==> src/rtl/stream_pkg.sv <==
// Shared definitions for the stream word splitter: FSM state encoding and halfword geometry.
// No logic of its own; no latency.
// No backpressure; a declarations-only package.
package stream_pkg;

    typedef enum logic [1:0] {
        ST_IDLE   = 2'd0,
        ST_FIRST  = 2'd1,
        ST_SECOND = 2'd2
    } state_e;

    localparam int HW     = 16;
    localparam int WORD_W = 2 * HW;

    // Picks one half of a held word; upper=1 selects bits [31:16].
    function automatic logic [HW-1:0] half_sel(input logic [WORD_W-1:0] word, input logic upper);
        return upper ? word[WORD_W-1:HW] : word[HW-1:0];
    endfunction

endpackage

==> src/rtl/stream_word_splitter.sv <==
// Splits 32-bit upstream FWFT words into two 16-bit FWFT halfwords and counts halfwords delivered.
// Latency: a word popped at cycle t shows its first half at t+1; the second half follows its pop.
// Backpressure: holds the current halfword while FIFO_READ_NEXT_IN is low; pops upstream only when a slot frees.
module stream_word_splitter
    import stream_pkg::*;
#(
    parameter bit LSB_FIRST = 1'b1,
    parameter int CNT_WIDTH = 32
) (
    input  logic                 BUS_CLK,
    input  logic                 BUS_RST,
    input  logic                 ENABLE,
    input  logic [WORD_W-1:0]    IN_DATA,
    input  logic                 IN_EMPTY,
    output logic                 IN_READ_NEXT,
    output logic [HW-1:0]        FIFO_DATA_OUT,
    output logic                 FIFO_EMPTY_OUT,
    input  logic                 FIFO_READ_NEXT_IN,
    output logic [CNT_WIDTH-1:0] HALF_CNT
);

    state_e               state_q, state_d;
    logic [WORD_W-1:0]    word_q, word_d;
    logic [CNT_WIDTH-1:0] cnt_q, cnt_d;
    logic                 pop_dn;
    logic                 pop_up;

    assign pop_dn = FIFO_READ_NEXT_IN & (state_q != ST_IDLE);

    // Refilling in SECOND on the same cycle its last half leaves keeps the output gapless.
    assign pop_up = ENABLE & ~IN_EMPTY &
                    ((state_q == ST_IDLE) | ((state_q == ST_SECOND) & pop_dn));

    always_comb begin
        state_d = state_q;
        word_d  = word_q;
        cnt_d   = pop_dn ? cnt_q + CNT_WIDTH'(1) : cnt_q;
        case (state_q)
            ST_IDLE: begin
                if (pop_up) begin
                    state_d = ST_FIRST;
                    word_d  = IN_DATA;
                end
            end
            ST_FIRST: begin
                if (pop_dn) begin
                    state_d = ST_SECOND;
                end
            end
            ST_SECOND: begin
                if (pop_dn) begin
                    if (pop_up) begin
                        state_d = ST_FIRST;
                        word_d  = IN_DATA;
                    end else begin
                        state_d = ST_IDLE;
                    end
                end
            end
            default: begin
                state_d = ST_IDLE;
            end
        endcase
    end

    always_ff @(posedge BUS_CLK or posedge BUS_RST) begin
        if (BUS_RST) begin
            state_q <= ST_IDLE;
            word_q  <= '0;
            cnt_q   <= '0;
        end else begin
            state_q <= state_d;
            word_q  <= word_d;
            cnt_q   <= cnt_d;
        end
    end

    always_comb begin
        FIFO_DATA_OUT = '0;
        case (state_q)
            ST_FIRST:  FIFO_DATA_OUT = half_sel(word_q, !LSB_FIRST);
            ST_SECOND: FIFO_DATA_OUT = half_sel(word_q, LSB_FIRST);
            default:   FIFO_DATA_OUT = '0;
        endcase
    end

    assign IN_READ_NEXT   = pop_up;
    assign FIFO_EMPTY_OUT = (state_q == ST_IDLE);
    assign HALF_CNT       = cnt_q;

endmodule
==> config.mk <==
export PLATFORM = sky130hd
export DESIGN_NAME = stream_word_splitter
export DESIGN_NICKNAME = d
export VERILOG_FILES = /design/src/rtl/stream_pkg.sv /design/src/rtl/stream_word_splitter.sv
export SDC_FILE = /design/constraint.sdc
export NUM_CORES = 1
export LEC_CHECK = 0
export BUFFER_PORTS_ARGS = -buffer_cell sky130_fd_sc_hd__buf_4
export CORE_MARGIN = 2
export CORE_UTILIZATION = 50
export DETAILED_ROUTE_END_ITERATION = 8
export GPL_ROUTABILITY_DRIVEN = 0
export PLACE_DENSITY_LB_ADDON = 0.1
export SYNTH_ARGS = -nofsm -noshare
export SYNTH_HDL_FRONTEND = slang
export SYNTH_SLANG_ARGS = --single-unit
==> constraint.sdc <==
create_clock -name BUS_CLK -period 2.9 [get_ports BUS_CLK]
set_input_delay 0.29 -clock BUS_CLK [delete_from_list [all_inputs] [get_ports BUS_CLK]]
set_output_delay 0.29 -clock BUS_CLK [all_outputs]
set_load 0.05 [all_outputs]
======== After elaboration in Yosys (flattened, before gate mapping) ========
Index checks and enable logic that the tools add are counted.
storage, ports and cells
  register bits after elaboration ......... 66
  bits of input ports ..................... 37
  word-level logic and storage cells ...... 29
cells by class
  add/sub/neg operators ................... 1
  equality and inequality tests ........... 5
  multiplexer cells ....................... 9
  bitwise logic cells ..................... 6
  reduce and logical (&&, ||, !) cells .... 5
operators by type and width
  cell                     number
  $mux W32                 2
  $pmux W32 S2             1
  $add A32 B1 Y32 const B  1
  $pmux W16 S2             1
  $mux W2                  3
  $ne A2 B2 Y1 const B     3
  $pmux W2 S3              1
  $and A1 B1 Y1            4
  $reduce_bool A2 Y1       2
  $reduce_and A3 Y1        1
  $eq A2 B1 Y1 const B     1
  $eq A2 B2 Y1 const B     1
  $logic_not A2 Y1         1
  $reduce_and A2 Y1        1
  $mux W1                  1
  $not A1 Y1               1
  $or A1 B1 Y1             1

======== Logic depth before layout (Yosys ltp) ========
  word-level depth ........................ 8
  mapped depth ............................ 8
  mapped depth without buffers ............ 6

======== Worst setup path before layout ========
OpenSTA, ideal clock, no wires.
  kind .................................... register to output
  from .................................... reg state_q[1]
  to ...................................... out FIFO_DATA_OUT[6]
  arrival time ............................ 1.972 ns
  path slack .............................. 0.638 ns
  stages on the path, launching flop included .. 7
  cell sequence ........................... dfrtp_1 inv_1 ha_1 clkbuf_1 clkbuf_1 a22oi_1 nor2b_1
between the ends
  cells in the longest elaborated chain, start to end .. 2
  elaborated cells on any way between the ends .. 3
  classes of those cells .................. 2 x eq/ne; 1 x mux
RTL lines
  item                                                 RTL line                    source
  from (decl)                                          stream_word_splitter.sv:22  state_e state_q, state_d;
  from (signal assigned)                               stream_word_splitter.sv:72  state_q <= state_d;
  $eq A2 B2 Y1 / $eq A2 B1 Y1 (equally long branches)  stream_word_splitter.sv:80  case (state_q)
  $pmux W16 S2 (*)                                     stream_word_splitter.sv:80
  to (decl)                                            stream_word_splitter.sv:16  output logic [HW-1:0] FIFO_DATA_OUT,
Mark *: on every way between the ends. The rest lies on a longest branch, timed or not.

======== Worst setup path after layout ========
  from .................................... reg state_q[1]
  to ...................................... out FIFO_DATA_OUT[11]
Same word-level chain as after synthesis.

==> impl_metrics.ini <==
[timing]
final.setup.tns_ns = 0
tightest_slew_ns = 0.6930
setup_viol = 0
slew_viol_final = 0
fin_crit_ns = 2.340
setup_ws_ns = 0.5599
skew_ns = 0.01483
finalCritPeriodShare = 0.8069
slew_headroom = 0.5380
fmaxAchievable_mhz = 427.3
rsz0062_at_grt = no
hold_viol = 0

[flow_run]
maxCapViolCount = 0

[power_and_ir_drop]
power_switching_mw = 1.298
switching_share = 0.3751
power_density_mw_per_mm2 = 871.5
vdd_drop_max_v = 0.0005187
pwr-share-clk = 0.218
p_leak_nw = 1.848
seqPwrFrac = 0.397
power.internal_mw = 2.162
share_comb_of_total_power = 0.385

[finish]
drive_gt1_frac = 0.4324
num_antenna_cells = 0
multiInputGateArea_mm2 = 0.001314
fillCellCount = 466
syn_to_final_growth_pct = 29.56
fin_area_mm2 = 0.003970
regArea_mm2 = 0.001652
nets = 378

[synthesis]
yosysTopAreaCellShare = 0.5390
synth_largest_area_cell = dfrtp_1
synth-seq-cells = 66
synth_flop_cell = dfrtp_1
synthesis.instances = 244
ys_types = 32
yosys-top-cells-area = dfrtp_1 (54%), mux2_2 (12%), xnor2_1 (7.7%), a22oi_1 (3.9%), nor2b_1 (3.5%)
syn_area_mm2 = 0.003064
synth_edf_count = 0
synth-async-reset-ratio = 1.000
ys.warnings.count = 0
synth-seq-area-share = 0.5390
synth_common_cells = dfrtp_1 (66), mux2_2 (33), xnor2_1 (27)
syn_nets = 287
yosysMostFrequentCell = dfrtp_1
synth_area_per_cell_um2 = 12.56

[die]
die_w_um = 82.29
core_mm2 = 0.005921
dieArea_mm2 = 0.006771
start_util = 0.5175
io_pins = 87
die_h_um = 82.29
num_rows = 28

[global_route]
grt_pass1_wl_um = 9901
grt_pass1_vias = 2227
grt.total_usage = 0.1948
grt_max_degree = 33
overflow = 0
antenna_found_initial = 0

[min_path]
holdPathStages = 2
hold_path_class = primary input to register

[drt]
firstDrtPassIters = 4
routed_wirelength_um = 6308
via_per_inst = 5.311
drc = 0
vias = 2204
avgRoutedWirePerCell_um = 15.20
antenna_left = 0
drt_iter0_drc = 66

[clock_network]
path_clk_slew_ns = 0.08
hold_buffers = 1
cts_tree = done
post_cts_resized = 0
clock_path_buffers = 2
numCtsBuffers = 9
cts-htree-levels = 3
clock_latency_ns = 0.34
clockRootBuffer = clkbuf_8
clock-sinks = 66
cts_setup_buffers = 0

[worst_setup_path]
path_depth = 5
reg2reg_depth = 7
crit_type = register to primary output
start_kind = register
cpPeakStageDelay_ns = 0.61
cp.required_ns = 2.61
cp_slowest_cell = ha_1
cp_top_family = adder cells
worstPathArrival_ns = 2.05
cp_num_buf_inv = 2
crit_fanout = 17
cp_cell_sequence = inv_1, ha_1, a22oi_1, nor2b_1, buf_4
critPathCaptureType = primary output

[placement]
dp_hpwl_um = 4340
post-place-ws_ns = 0.6216
numPortBuffers = 86
dpl-instance-area_mm2 = 0.003765

[outcome]
status = complete, no violations
## power by group through the flow
stage,registers (mW),logic [mW],clock network (mW)
6_report,1.37,1.33,0.755
2_1_floorplan,1.48,0.895,0
3_5_place_dp,1.39,1.34,0
5_1_grt,1.40,1.42,0.819
3_3_place_gp,1.38,1.31,0
4_1_cts,1.37,1.34,0.774
## cell usage in the layout, fill, tap and decap left out, types with 2 or more instances in the layout
cell and count:
and3_1 3, nand3_1 11, dfrtp_1 66, xnor2_1 27, nand4_1 10, a22oi_1 16, inv_2 2, clkinvlp_4 2
nand2_1 7, and2_1 3, clkbuf_8 9, buf_4 91, clkinv_4 2, nor2b_1 17, a21oi_1 2, xor2_1 4
mux2_2 33, ha_1 6, and4_1 4, nor2_1 5, inv_1 4, or2_2 2
## worst paths after layout
kind	startpoint	endpoint	slack, ns
worst max-delay path	state_q[1]$_DFFE_PP0P_	FIFO_DATA_OUT[11]	0.56
worst min-delay path	IN_DATA[25]	word_q[25]$_DFFE_PP0P_	0.18
worst min register to register	word_q[1]$_DFFE_PP0P_	word_q[1]$_DFFE_PP0P_	0.49
min in group asynchronous	BUS_RST	word_q[12]$_DFFE_PP0P_	0.53
worst max register to register	state_q[0]$_DFFE_PP0P_	word_q[28]$_DFFE_PP0P_	0.60
max in group asynchronous	BUS_RST	word_q[0]$_DFFE_PP0P_	1.65
## cell type report
cell class                 instances  share of cell area
tap                               75             0.02364
multi-input combinational        160              0.3309
sequential                        66              0.4160
clock inverter                     6             0.01702
timing repair buffer              92              0.1746
clock buffer                      10             0.03215
inverter                           6            0.005673
## flip-flops by register name (all words and copies together), names as in the netlist
name,flops
state_q,2
word_q,32
HALF_CNT,32
## worst register-to-register path: cells and delay by family (launching register included)
family                     cells  cell delay (ns)
AOI/OAI and AO/OA              1             0.14
adders and majority gates      1             0.27
and+or+nand+nor                1             0.39
buffers and inverters          3             0.57
muxes                          1             0.41
DFF                            1             0.41
## layer usage
metal / part of all wire / vias up / wire [um] / track usage
li1: - / 1035 / - / -
met1: 0.43 / 1105 / 2735 / 0.2350
met2: 0.48 / 57 / 3059 / 0.3274
met3: 0.069 / 7 / 435 / 0.05109
met4: 0.012 / 0 / 77 / 0.08667
met5: 0 / - / 0 / 0
## stage by stage
step | utilization | hold slack (ns) | power [mW] | cells
after floorplan | - | 0.4247 | 2.372 | 244
after global placement | 0.6359 | 0.3044 | 2.692 | 398
after detailed placement | 0.6359 | 0.3060 | 2.729 | 398
after CTS | 0.6705 | 0.1703 | 3.488 | 415
after global routing | 0.6705 | 0.1673 | 3.644 | 415
final | 0.6705 | 0.1832 | 3.460 | 415
## cells by family (layout without fill, tap and decap cells)
| kind of cell | count (synthesis) | in the layout | synth area share |
|---|---|---|---|
| buffers and inverters | 18 | 114 | 0.03225 |
| AOI/OAI and AO/OA | 20 | 20 | 0.05064 |
| adders and majority gates | 6 | 6 | 0.02450 |
| and+or+nand+nor | 69 | 69 | 0.1401 |
| muxes | 34 | 34 | 0.1249 |
| xor gates and xnor gates | 31 | 31 | 0.08861 |
| DFF | 66 | 66 | 0.5390 |
Power figures use the tool's default switching activity.
